`src/rtl/fifo_pkg.sv`:
```
// Shared definitions for the single-clock parametrised FIFO family.
package fifo_pkg;

  localparam int DEF_DATA_LEN   = 16;
  localparam int DEF_FIFO_DEPTH = 16;

  // Error class of the most recent request, used for reporting in benches.
  typedef enum logic [1:0] {
    FIFO_OK,
    FIFO_OVF,
    FIFO_UDF
  } fifo_err_e;

  // Width needed to hold an occupancy value in 0..depth inclusive.
  function automatic int cnt_width(input int depth);
    return $clog2(depth + 1);
  endfunction

endpackage

```
`src/rtl/fifo_wrap_ptr.sv`:
```
// Modulo-DEPTH binary pointer: counts 0..DEPTH-1 and wraps, so any depth
// (including non-power-of-two) can be addressed without pointer aliasing.
module fifo_wrap_ptr #(
  parameter int DEPTH   = 16,
  parameter int PTR_LEN = 4
) (
  input  logic               clk,
  input  logic               reset_n,
  input  logic               clear,
  input  logic               en,
  output logic [PTR_LEN-1:0] ptr
);

  // Advance on enable, wrapping at DEPTH-1; a flush returns the pointer to 0.
  always_ff @(posedge clk or negedge reset_n) begin
    if (!reset_n) begin
      ptr <= '0;
    end else if (clear) begin
      ptr <= '0;
    end else if (en) begin
      if (ptr == PTR_LEN'(DEPTH - 1)) begin
        ptr <= '0;
      end else begin
        ptr <= ptr + PTR_LEN'(1);
      end
    end
  end

endmodule

```
`src/rtl/sync_fifo_param.sv`:
```
// Single-clock FIFO with occupancy count, almost-full/almost-empty thresholds,
// synchronous flush and sticky overflow/underflow flags.
// Define SYNC_FIFO_FWFT_EN for first-word-fall-through output; otherwise
// data_out is a registered read valid the cycle after an accepted rd_en.
import fifo_pkg::*;

module sync_fifo_param #(
  parameter int DATA_LEN      = DEF_DATA_LEN,
  parameter int FIFO_DEPTH    = DEF_FIFO_DEPTH,
  parameter int AFULL_THRESH  = FIFO_DEPTH - 2,
  parameter int AEMPTY_THRESH = 2,
  parameter int CNT_LEN       = cnt_width(FIFO_DEPTH)
) (
  input  logic                clk,
  input  logic                reset_n,
  input  logic                clear,
  input  logic [DATA_LEN-1:0] data_in,
  input  logic                wrt_en,
  output logic                wrt_full,
  output logic                almost_full,
  output logic [DATA_LEN-1:0] data_out,
  input  logic                rd_en,
  output logic                rd_empty,
  output logic                almost_empty,
  output logic [CNT_LEN-1:0]  count,
  output logic                overflow,
  output logic                underflow
);

  localparam int PTR_LEN = (FIFO_DEPTH > 1) ? $clog2(FIFO_DEPTH) : 1;

  logic [DATA_LEN-1:0] mem [FIFO_DEPTH];
  logic [PTR_LEN-1:0]  wr_ptr;
  logic [PTR_LEN-1:0]  rd_ptr;
  logic                rd_acc;
  logic                wr_acc;
  logic                ovf_evt;
  logic                udf_evt;
  logic [CNT_LEN-1:0]  count_next;

  // Accept decisions: empty blocks reads, full blocks writes unless a read
  // frees a slot in the same cycle; a flush swallows every request silently.
  always_comb begin
    rd_acc  = 1'b0;
    wr_acc  = 1'b0;
    ovf_evt = 1'b0;
    udf_evt = 1'b0;
    if (!clear) begin
      rd_acc  = rd_en & ~rd_empty;
      wr_acc  = wrt_en & (~wrt_full | rd_acc);
      ovf_evt = wrt_en & ~wr_acc;
      udf_evt = rd_en & ~rd_acc;
    end
  end

  // Next occupancy; every status flag is derived from it so they line up with count.
  always_comb begin
    count_next = count;
    if (clear) begin
      count_next = '0;
    end else if (wr_acc && !rd_acc) begin
      count_next = count + CNT_LEN'(1);
    end else if (rd_acc && !wr_acc) begin
      count_next = count - CNT_LEN'(1);
    end
  end

  fifo_wrap_ptr #(
    .DEPTH   (FIFO_DEPTH),
    .PTR_LEN (PTR_LEN)
  ) u_wr_ptr (
    .clk     (clk),
    .reset_n (reset_n),
    .clear   (clear),
    .en      (wr_acc),
    .ptr     (wr_ptr)
  );

  fifo_wrap_ptr #(
    .DEPTH   (FIFO_DEPTH),
    .PTR_LEN (PTR_LEN)
  ) u_rd_ptr (
    .clk     (clk),
    .reset_n (reset_n),
    .clear   (clear),
    .en      (rd_acc),
    .ptr     (rd_ptr)
  );

  // Storage array; contents are intentionally left unreset.
  always_ff @(posedge clk) begin
    if (wr_acc) begin
      mem[wr_ptr] <= data_in;
    end
  end

  // Occupancy and registered status flags.
  always_ff @(posedge clk or negedge reset_n) begin
    if (!reset_n) begin
      count        <= '0;
      wrt_full     <= 1'b0;
      almost_full  <= 1'b0;
      rd_empty     <= 1'b1;
      almost_empty <= 1'b1;
    end else begin
      count        <= count_next;
      wrt_full     <= (int'(count_next) == FIFO_DEPTH);
      almost_full  <= (int'(count_next) >= AFULL_THRESH);
      rd_empty     <= (count_next == '0);
      almost_empty <= (int'(count_next) <= AEMPTY_THRESH);
    end
  end

  // Sticky error flags, only cleared by reset.
  always_ff @(posedge clk or negedge reset_n) begin
    if (!reset_n) begin
      overflow  <= 1'b0;
      underflow <= 1'b0;
    end else begin
      if (ovf_evt) begin
        overflow <= 1'b1;
      end
      if (udf_evt) begin
        underflow <= 1'b1;
      end
    end
  end

`ifdef SYNC_FIFO_FWFT_EN
  // Head word is presented combinationally; rd_en only pops it.
  assign data_out = mem[rd_ptr];
`else
  // Registered read: capture the head word on an accepted read, hold otherwise.
  always_ff @(posedge clk or negedge reset_n) begin
    if (!reset_n) begin
      data_out <= '0;
    end else if (rd_acc) begin
      data_out <= mem[rd_ptr];
    end
  end
`endif

endmodule
```
`config.mk`:
```
export PLATFORM = sky130hd
export DESIGN_NAME = sync_fifo_param
export DESIGN_NICKNAME = d
export VERILOG_FILES = /design/src/rtl/fifo_pkg.sv /design/src/rtl/fifo_wrap_ptr.sv /design/src/rtl/sync_fifo_param.sv
export SDC_FILE = /design/constraint.sdc
export NUM_CORES = 1
export LEC_CHECK = 0
export ABC_AREA = 1
export CORE_AREA = 2 2 226 139
export DETAILED_ROUTE_END_ITERATION = 10
export DIE_AREA = 0 0 228 141
export RECOVER_POWER = 50
export SLEW_MARGIN = 20
export SYNTH_ARGS = -nofsm -noshare
export SYNTH_HDL_FRONTEND = slang
export SYNTH_SLANG_ARGS = --single-unit
```
`constraint.sdc`:
```
create_clock -name clk -period 2.5 [get_ports clk]
set_input_delay 0.5 -clock clk [delete_from_list [all_inputs] [get_ports clk]]
set_output_delay 0.5 -clock clk [all_outputs]
set_load 0.02 [all_outputs]
```
Word level (Yosys, flattened, before mapping)
Memory sizes are Yosys's and may differ from the RTL's. A register that Yosys moved wholly into a read port is not among the register bits.
Index checks and enable logic that the tools add are counted.
{ "totals": {"register_bits": 19, "latch_bits": 0, "ram_bits": 256, "romBits": 0, "n_memories": 1} }
{ "op_classes": {"addsub": 4, "n_mul": 0, "div_mod_pow": 0, "n_lt_le_gt_ge": 2, "n_eq_ne": 3, "shifts": 0, "n_mux": 15, "n_bitwise": 9, "reduce_logical": 8} }
{ "mem_list": {"columns": ["name", "words", "word_bits", "rd", "rd_ports_with_merged_regs", "write_ports", "line", "rtl"], "rows": [
  ["mem", 16, 16, 1, 1, 1, "sync_fifo_param.sv:32", "logic [DATA_LEN-1:0] mem [FIFO_DEPTH];"]
]} }
{ "op_table": {"columns": ["cell", "n"], "rows": [
  ["4-bit two-way mux", 6],
  ["5-bit two-way mux", 3],
  ["4-bit by 1-bit adder with 4-bit output, second input constant", 2],
  ["4-bit equality test, second input constant", 2],
  ["1-bit two-way mux", 6],
  ["5-bit by 1-bit adder with 5-bit output, second input constant", 1],
  ["5-bit equality test, second input constant", 1],
  ["5-bit by 4-bit >= comparator with 1-bit output, second input constant", 1],
  ["5-bit by 2-bit <= comparator with 1-bit output, second input constant", 1],
  ["5-bit logical NOT", 1],
  ["5-bit by 1-bit subtractor with 5-bit output, second input constant", 1],
  ["1-bit bitwise AND", 4],
  ["1-bit NOT", 4],
  ["2-bit nonzero test", 2],
  ["1-bit logical NOT", 3],
  ["1-bit logical AND", 2],
  ["1-bit bitwise OR", 1]
]} }

Logic depth before layout (Yosys ltp)
Gate-level depths: netlist (run 1).
{ "depth": {"word_depth": 11, "ltp_mapped": 12, "depth_no_buf": 12} }

By module
From an unflattened synthesis (run 1), not the netlist that was laid out.
{ "hier_totals": {"hier_cells": 1093, "area_unflattened_um2": 12117.9} }
{ "modules_own_cells": {"columns": ["mod", "n_inst", "cells_per_inst", "area_per_inst_um2", "seq_area_each_um2"], "rows": [
  ["sync_fifo_param", 1, 1045, 11677.4, 8365.5],
  ["fifo_wrap_ptr", 2, 24, 220.2, 100.1]
]} }

Worst setup path before layout (run 1)
No wires, ideal clock.
{ "synth_path": {"path_type": "register to register", "start": "reg rd_empty", "end": "mem mem[0][0] (netlist bit) (enable)", "arrival_ns": 1.866, "required_ns": 2.112, "setup_slack_ns": 0.245, "path_stages_with_launch": 8, "period_less_slack_ns": 2.255, "cell_sequence": "dfstp_2 inv_1 nand2_1 nand2_1 nand2_1 nor2_1 nand2_1 nor2_1"} }
{ "synth_between": {"elab_chain_cells": 7} }
{ "synth_lines": {"columns": ["item", "line", "rtl"], "rows": [
  ["start: declaration", "sync_fifo_param.sv:23", "output logic rd_empty,"],
  ["start signal: assignment", "sync_fifo_param.sv:109", "rd_empty <= (count_next == '0);"],
  ["1-bit NOT", "sync_fifo_param.sv:49", "rd_acc = rd_en & ~rd_empty;"],
  ["1-bit bitwise AND", "sync_fifo_param.sv:49", null],
  ["1-bit bitwise OR", "sync_fifo_param.sv:50", "wr_acc = wrt_en & (~wrt_full | rd_acc);"],
  ["1-bit bitwise AND", "sync_fifo_param.sv:50", null],
  ["1-bit two-way mux", "sync_fifo_param.sv:48", "if (!clear) begin"],
  ["1-bit two-way mux", "sync_fifo_param.sv:92", "if (wr_acc) begin"],
  ["1-bit two-way mux (implied by the code)", "sync_fifo_param.sv:93", "mem[wr_ptr] <= data_in;"],
  ["end: declaration", "sync_fifo_param.sv:32", null]
]} }
No other way between the ends.

Worst setup path after layout (run 1)
{ "layout_path": {"start": "reg count[2]", "end": "out count[2]"} }
{ "layout_lines": {"columns": ["item", "line", "rtl"], "rows": [
  ["start: declaration", "sync_fifo_param.sv:25", "output logic [CNT_LEN-1:0] count,"],
  ["start signal: assignment", "sync_fifo_param.sv:106", "count <= count_next;"]
]} }
No word-level cell between the ends.

==> results of run 1 <==
-- layout make-up --
type	count	area [um^2]	share of cell area (%)
Multi-Input combinational cell	664	3010	21.2
Inverter	27	104	0.732
Clock buffer	27	676	4.76
Sequential cell	291	8570	60.4
Clock inverter	20	273	1.92
Timing Repair Buffer	109	1040	7.33
Tap cell	416	520	3.67
-- where the power goes --
| group | switching, mW | leakage (nW) | internal [mW] |
|---|---|---|---|
| sequential | 0.146 | 2.72 | 5.51 |
| clock | 1.78 | 0.461 | 2.68 |
| combinational | 1.34 | 2.04 | 0.778 |
| total | 3.27 | 5.23 | 8.96 |
-- worst max-delay path by stage --
stage                         endpoint  cells past startpoint
after floorplan              mem[0][0]                      7
final                         count[2]                      1
after global placement       mem[6][6]                      8
after global routing      data_out[14]                      7
after CTS                     count[2]                      1
after detailed placement    mem[6][12]                      8
-- Yosys cell counts, drive strengths merged, types with 2 or more instances --
| master | n | area, um^2 |
|---|---|---|
| nand2 | 362 | 1360 |
| edfxtp | 256 | 7690 |
| nand3 | 227 | 1140 |
| buf | 52 | 248 |
| dfrtp | 33 | 826 |
| nor2 | 28 | 113 |
| inv | 25 | 93.8 |
| o21a | 16 | 120 |
| o21ai | 8 | 40.0 |
| ha | 7 | 87.6 |
| clkbuf | 5 | 18.8 |
| nand4 | 4 | 31.3 |
| a21oi | 3 | 15.0 |
| clkinv | 2 | 7.51 |
| dfstp | 2 | 52.6 |
| o22ai | 2 | 12.5 |
-- cell families (layout without fill, tap and decap cells) --
| group | count (synthesis) | count (layout) | synth area share (%) |
|---|---|---|---|
| xor+xnor | 2 | 2 | 0.147 |
| buf+inv | 84 | 183 | 3.09 |
| flops | 291 | 291 | 71.9 |
| compound gates | 32 | 32 | 1.79 |
| fa+ha+maj | 7 | 7 | 0.735 |
| simple gates | 623 | 623 | 22.3 |
-- stage by stage --
stage	worst slack (ns)	instances	instance area, um^2	hold slack, ns	utilization, %
4_1_cts	0.186	1554	14300	0.495	47.0
2_1_floorplan	0.245	1039	11900	0.204	-
3_3_place_gp	0.0513	1506	13300	0.468	43.8
5_1_grt	0.0803	1554	14200	0.510	46.7
6_report	0.192	1554	14200	0.496	46.7
3_5_place_dp	0.0495	1506	13300	0.475	43.8
-- state kept, by name, summed over array words and instances (netlist names) --
register and flops:
data_out 16, wrt_full 1, u_wr_ptr.ptr 4, rd_empty 1, u_rd_ptr.ptr 4, count 5, underflow 1, overflow 1
almost_empty 1, almost_full 1, mem 256
-- per-layer routing --
metal	wire [um]	part of all wire, %	GRT usage [%]	vias to the layer above
li1	-	-	-	3775
met1	15000	50	30.4	3896
met2	12300	41	26.8	276
met3	2380	7.9	3.88	37
met4	368	1.2	3.16	0
met5	0	0	0	-
-- placed cells by master, fill, tap and decap left out, types with 3 or more instances in the layout --
cell	n
nand4_1	4
ha_1	7
inv_1	23
dlygate4sd3_1	18
clkdlybuf4s50_1	29
clkinv_1	8
buf_12	14
buf_4	28
edfxtp_1	256
clkbuf_1	18
o21ai_0	8
nand2_1	362
nand3_1	226
dfrtp_1	31
clkinv_2	5
nor2_1	11
o21a_1	16
clkbuf_16	27
bufinv_16	7
a21oi_1	3
nor2_2	16
-- what timing repair did --
item	4_1_cts	5_1_grt
hold buffers	1	0
hold endpoints to repair	22	0
setup endpoints to repair	0	0
resized for setup	0	0
==> reports/metrics.csv, run 1 <==
stage,metric,value,unit
routing,drt_iter0_drc,882,
power_and_ir_drop,power.leakage,5.23,nW
finish,drive_above_1_share,9.58,%
setup_path,worstPathRequired,2.00,ns
clock_network,h-tree-depth,1,
timing,finalCritPeriodShare,92.3,%
clock_network,cts.clk_slew.worst_paths,0.07,ns
routing,drt-pass1-iter-count,5,
yosys,synth_cell_types,28,
clock_network,cts.path.max_buffers,3,
setup_path,cp_slowest_cell,clkdlybuf4s50_1,
global_route,antenna_found_initial,0,
clock_network,clk_latency,0.55,ns
global_route,grt-ovfl-total,0,
timing,fin_setup_tns,0,ns
yosys,async_flop_share,12.0,%
setup_path,reg2regPathDepth,8,
setup_path,path_class,reg2out,
finish,diodes,0,
routing,ant_nets,0,
timing,min_period,2.31,ns
yosys,syn-num-nets,1067,
timing,hold_viol,0,
finish,area_growth,19.2,%
routing,routed_wl,30000,um
finish,final_nets,1147,
setup_path,critical_path_buf_inv_count,1,
routing,wl_per_cell,19.3,um
yosys,synth_edf_count,256,
clock_network,post_cts_buffers,0,
yosys,synth_seq_cells,291,
timing,worstMarginPinSlew,1.42,ns
yosys,ys.flop_type,edfxtp_1,
hold_path,min_to,data_out[15],
setup_path,critPathTopFamily,buffers and inverters,
die,rows,50,
hold_path,hold_depth,1,
hold_path,min_from,data_out[15],
placement,port_buffers,47,
setup_path,startpoint,count[2],
routing,viasPerCell,5.14,
die,start_util,39.2,%
setup_path,worstSetupEndpointType,output port,
yosys,avgSynthCellArea,11.5,um^2
finish,fillers,2804,
routing,vias,7984,
yosys,syn-instance-count,1039,
power_and_ir_drop,fin_total_pwr,12.2,mW
timing,rsz0062_at_grt,false,
placement,hpwl,19000,um
setup_path,worstReg2RegStart,u_rd_ptr.ptr[0],
timing,fmax,433,MHz
global_route,first_global_vias,7772,
global_route,grt.total_usage,19.0,%
die,die_w,228,um
setup_path,r2r_end,data_out[2],
timing,clock-skew-final,0.0153,ns
setup_path,cp_cell_sequence,clkdlybuf4s50_1,
setup_path,regToRegSetupSlack,0.30,ns
run_status,status,finished clean,
global_route,grt_max_degree,67,
setup_path,crit_fanout,9,
clock_network,cts_made_buffers,26,
yosys,ys_seq_area_share,71.9,%
die,die_area,32100,um^2
placement,place.gp.congestion,0.822,
die,die_h,141,um
power_and_ir_drop,peakVddDrop,0.420,mV
yosys,synth_area,11900,um^2
die,core_area,30400,um^2
setup_path,cp_slowest_stage_delay,0.69,ns
yosys,ys.warnings.count,0,
timing,final_max_slew_viol_count,0,
global_route,grt_pass1_wl,46600,um
setup_path,cp.arrival,1.81,ns
clock_network,tritoncts,built,
clock_network,root_buffer,clkbuf_16,
run,maxCapViolations,0,
setup_path,cp-start-kind,register,
die,io_pins,48,
routing,drcViolationCount,0,
clock_network,cts.sinks,291,
hold_path,hold_path_class,reg2reg,
power_and_ir_drop,p_per_area,862,nW/um^2
timing,relSlewSlack,5.46,%
timing,setup_viol,0,
(Power assumes the default switching activity.)
==> inputs of run 2 (changes only) <==
--- a/config.mk
+++ b/config.mk
@@ -6,9 +6,9 @@
 export NUM_CORES = 1
 export LEC_CHECK = 0
 export ABC_AREA = 1
-export CORE_AREA = 2 2 226 139
+export CORE_AREA = 2 2 242 148
 export DETAILED_ROUTE_END_ITERATION = 10
-export DIE_AREA = 0 0 228 141
+export DIE_AREA = 0 0 244 150
 export RECOVER_POWER = 50
 export SLEW_MARGIN = 20
 export SYNTH_ARGS = -nofsm -noshare
==> constraint.sdc (replaced) <==
create_clock -name clk -period 2.5 [get_ports clk]
set_input_delay 0.25 -clock clk [delete_from_list [all_inputs] [get_ports clk]]
set_output_delay 0.25 -clock clk [all_outputs]
set_load 0.02 [all_outputs]
==> run 2 against run 1 <==
Routed wire length shrank 0.80%. Sequential power barely moved. Highest routed layer unchanged. Critical path depth rose by 7. Combinational power decreased by 5%. Flip-flop and latch count unchanged. Utilization is 6.2 points lower. Maximum frequency grew 8.5%. Via count down 2.0%. Largest cell class unchanged. Sequential share of layout area up 0.85 points. Worst setup slack improved by 0.18 ns. Clock power is 11% lower.
==> reports/metrics.csv, run 2 (synthesis results as in run 1) <==
stage,metric,value,unit
timing,fin_setup_tns,0,ns
clock_network,tritoncts,built,
finish,fillers,3217,
global_route,grt.total_usage,16.6,%
global_route,antenna_found_initial,0,
timing,rsz0062_at_grt,false,
placement,place.gp.congestion,0.840,
die,io_pins,48,
setup_path,worstPathRequired,2.74,ns
routing,vias,7822,
global_route,grt_pass1_wl,45800,um
finish,largest_reg_flops,256,
routing,drcViolationCount,0,
power_and_ir_drop,p_sw_share,27.2,%
die,die_w,244,um
setup_path,cp-start-kind,register,
routing,ant_nets,0,
placement,hpwl,19400,um
timing,clock-skew-final,0.0300,ns
finish,final_cell_mix,"nand2_1 (362), edfxtp_1 (256), nand3_1 (227)",
die,rows,53,
timing,finalCritPeriodShare,85.1,%
clock_network,cts_made_buffers,26,
clock_network,cts.path.max_buffers,3,
setup_path,worstReg2RegStart,rd_empty,
run,maxCapViolations,0,
die,start_util,34.5,%
global_route,grt-ovfl-total,0,
timing,relSlewSlack,39.0,%
clock_network,root_buffer,clkbuf_16,
run_status,status,finished clean,
routing,drt-pass1-iter-count,5,
power_and_ir_drop,clkPwrFrac,33.9,%
die,die_h,150,um
clock_network,cts.clk_slew.worst_paths,0.06,ns
setup_path,startpoint,rd_empty,
global_route,first_global_vias,7688,
timing,fmax,470,MHz
power_and_ir_drop,pwr-share-comb,17.3,%
power_and_ir_drop,peakVddDrop,0.513,mV
die,core_area,34500,um^2
global_route,grt_max_degree,97,
finish,registers.top_by_ff_count,mem,
die,die_area,36600,um^2
finish,area_growth,17.5,%
finish,diodes,0,
timing,min_period,2.13,ns
timing,setup_viol,0,
placement,port_buffers,47,
finish,reg.largest.list,"mem (256), data_out (16), count (5)",
setup_path,path_class,reg2reg,
clock_network,cts.sinks,291,
clock_network,clk_latency,0.56,ns
finish,final_nets,1127,
setup_path,cp.arrival,2.37,ns
routing,drt_iter0_drc,772,
timing,final_max_slew_viol_count,0,
clock_network,h-tree-depth,1,
routing,viasPerCell,4.93,
power_and_ir_drop,power.leakage,5.13,nW
finish,final_util,40.5,%
timing,worstMarginPinSlew,0.915,ns
power_and_ir_drop,p_seq_share,48.8,%
routing,wl_per_cell,18.8,um
routing,routed_wl,29700,um
power_and_ir_drop,p_per_area,832,nW/um^2
hold_path,hold_path_class,in2async,
timing,hold_viol,0,
finish,layout_commonest_cell,nand2_1,
finish,drive_above_1_share,8.94,%
power_and_ir_drop,switchingPower,3.17,mW
setup_path,worstSetupEndpointType,register,
setup_path,crit_fanout,8,
power_and_ir_drop,internal_power,8.48,mW
==> run 2: cell types whose count changed in the layout (fill, tap and decap cells not counted), sizes merged <==
cell,delta
buf,-3
dlygate4sd3,+1
clkbuf,-7
clkinv,-2
clkinvlp,-2
clkdlybuf4s50,-1
bufinv,-5
==> run 2: critical path, cell delays in order (launching register included) <==
cell,delay [ns]
dfstp_1,0.39
inv_1,0.09
nand2_1,0.10
nand2_1,0.12
nand2_1,0.08
nor2_1,0.27
nand2_1,0.27
nor2_2,0.27
buf_4,0.22
==> run 2: routing by layer <==
layer	vias up	share of wire [%]	GRT usage (%)
met4	0	1.2	2.80
li1	3735	-	-
met5	-	0	0
met2	249	43	25.0
met1	3812	48	25.0
met3	26	7.2	3.53
==> run 2: area by class of cell <==
type | count | area, um^2 | area share, %
multi-input combinational | 664 | 3000 | 21.5
tap | 467 | 584 | 4.18
timing repair buffer | 89 | 898 | 6.42
inverter | 27 | 104 | 0.742
sequential | 291 | 8570 | 61.2
clock buffer | 37 | 722 | 5.16
clock inverter | 11 | 113 | 0.805
==> run 2: stage by stage <==
step	worst slack [ns]	power (mW)	instances	hold slack, ns	cell area (um^2)
2_1_floorplan	0.245	6.94	1039	-0.0456	11900
4_1_cts	0.384	11.8	1586	0.360	14000
5_1_grt	0.202	12.2	1586	0.446	14000
6_report	0.373	11.6	1586	0.358	14000
3_3_place_gp	0.155	7.80	1537	0.397	13200
3_5_place_dp	0.146	7.82	1537	0.410	13200
==> run 2: power groups by stage <==
stage | Sequential, mW | Clock, mW | Combinational (mW)
final | 5.68 | 3.95 | 2.02
after global routing | 5.71 | 4.22 | 2.24
after CTS | 5.69 | 4.02 | 2.05
after detailed placement | 5.78 | 0 | 2.04
after global placement | 5.78 | 0 | 2.02
after floorplan | 5.92 | 0 | 1.02
==> run 2: final timing paths <==
path                       slack [ns]  cells after the start              end
max                              0.37                      8        mem[7][0]
min                              0.36                      2         count[3]
max reg2reg                      0.37                      8        mem[7][0]
min reg2reg                      0.48                      1        underflow
max in group asynchronous        1.52                      2  u_rd_ptr.ptr[0]
min in group clk                 0.46                      3        underflow
==> run 2: timing repair <==
item	CTS	global route
gates resized for setup	0	0
hold endpoints to repair	33	0
hold buffers	1	0
buffers inserted	0	0
setup endpoints to repair	0	0
==> inputs of run 3 (changes only) <==
--- a/config.mk
+++ b/config.mk
@@ -6,6 +6,7 @@
 export NUM_CORES = 1
 export LEC_CHECK = 0
 export ABC_AREA = 1
+export CAP_MARGIN = 30
 export CORE_AREA = 2 2 242 148
 export DETAILED_ROUTE_END_ITERATION = 10
 export DIE_AREA = 0 0 244 150
==> results of run 3 <==
The final DEF is identical to that of run 2; final timing and power are the same.
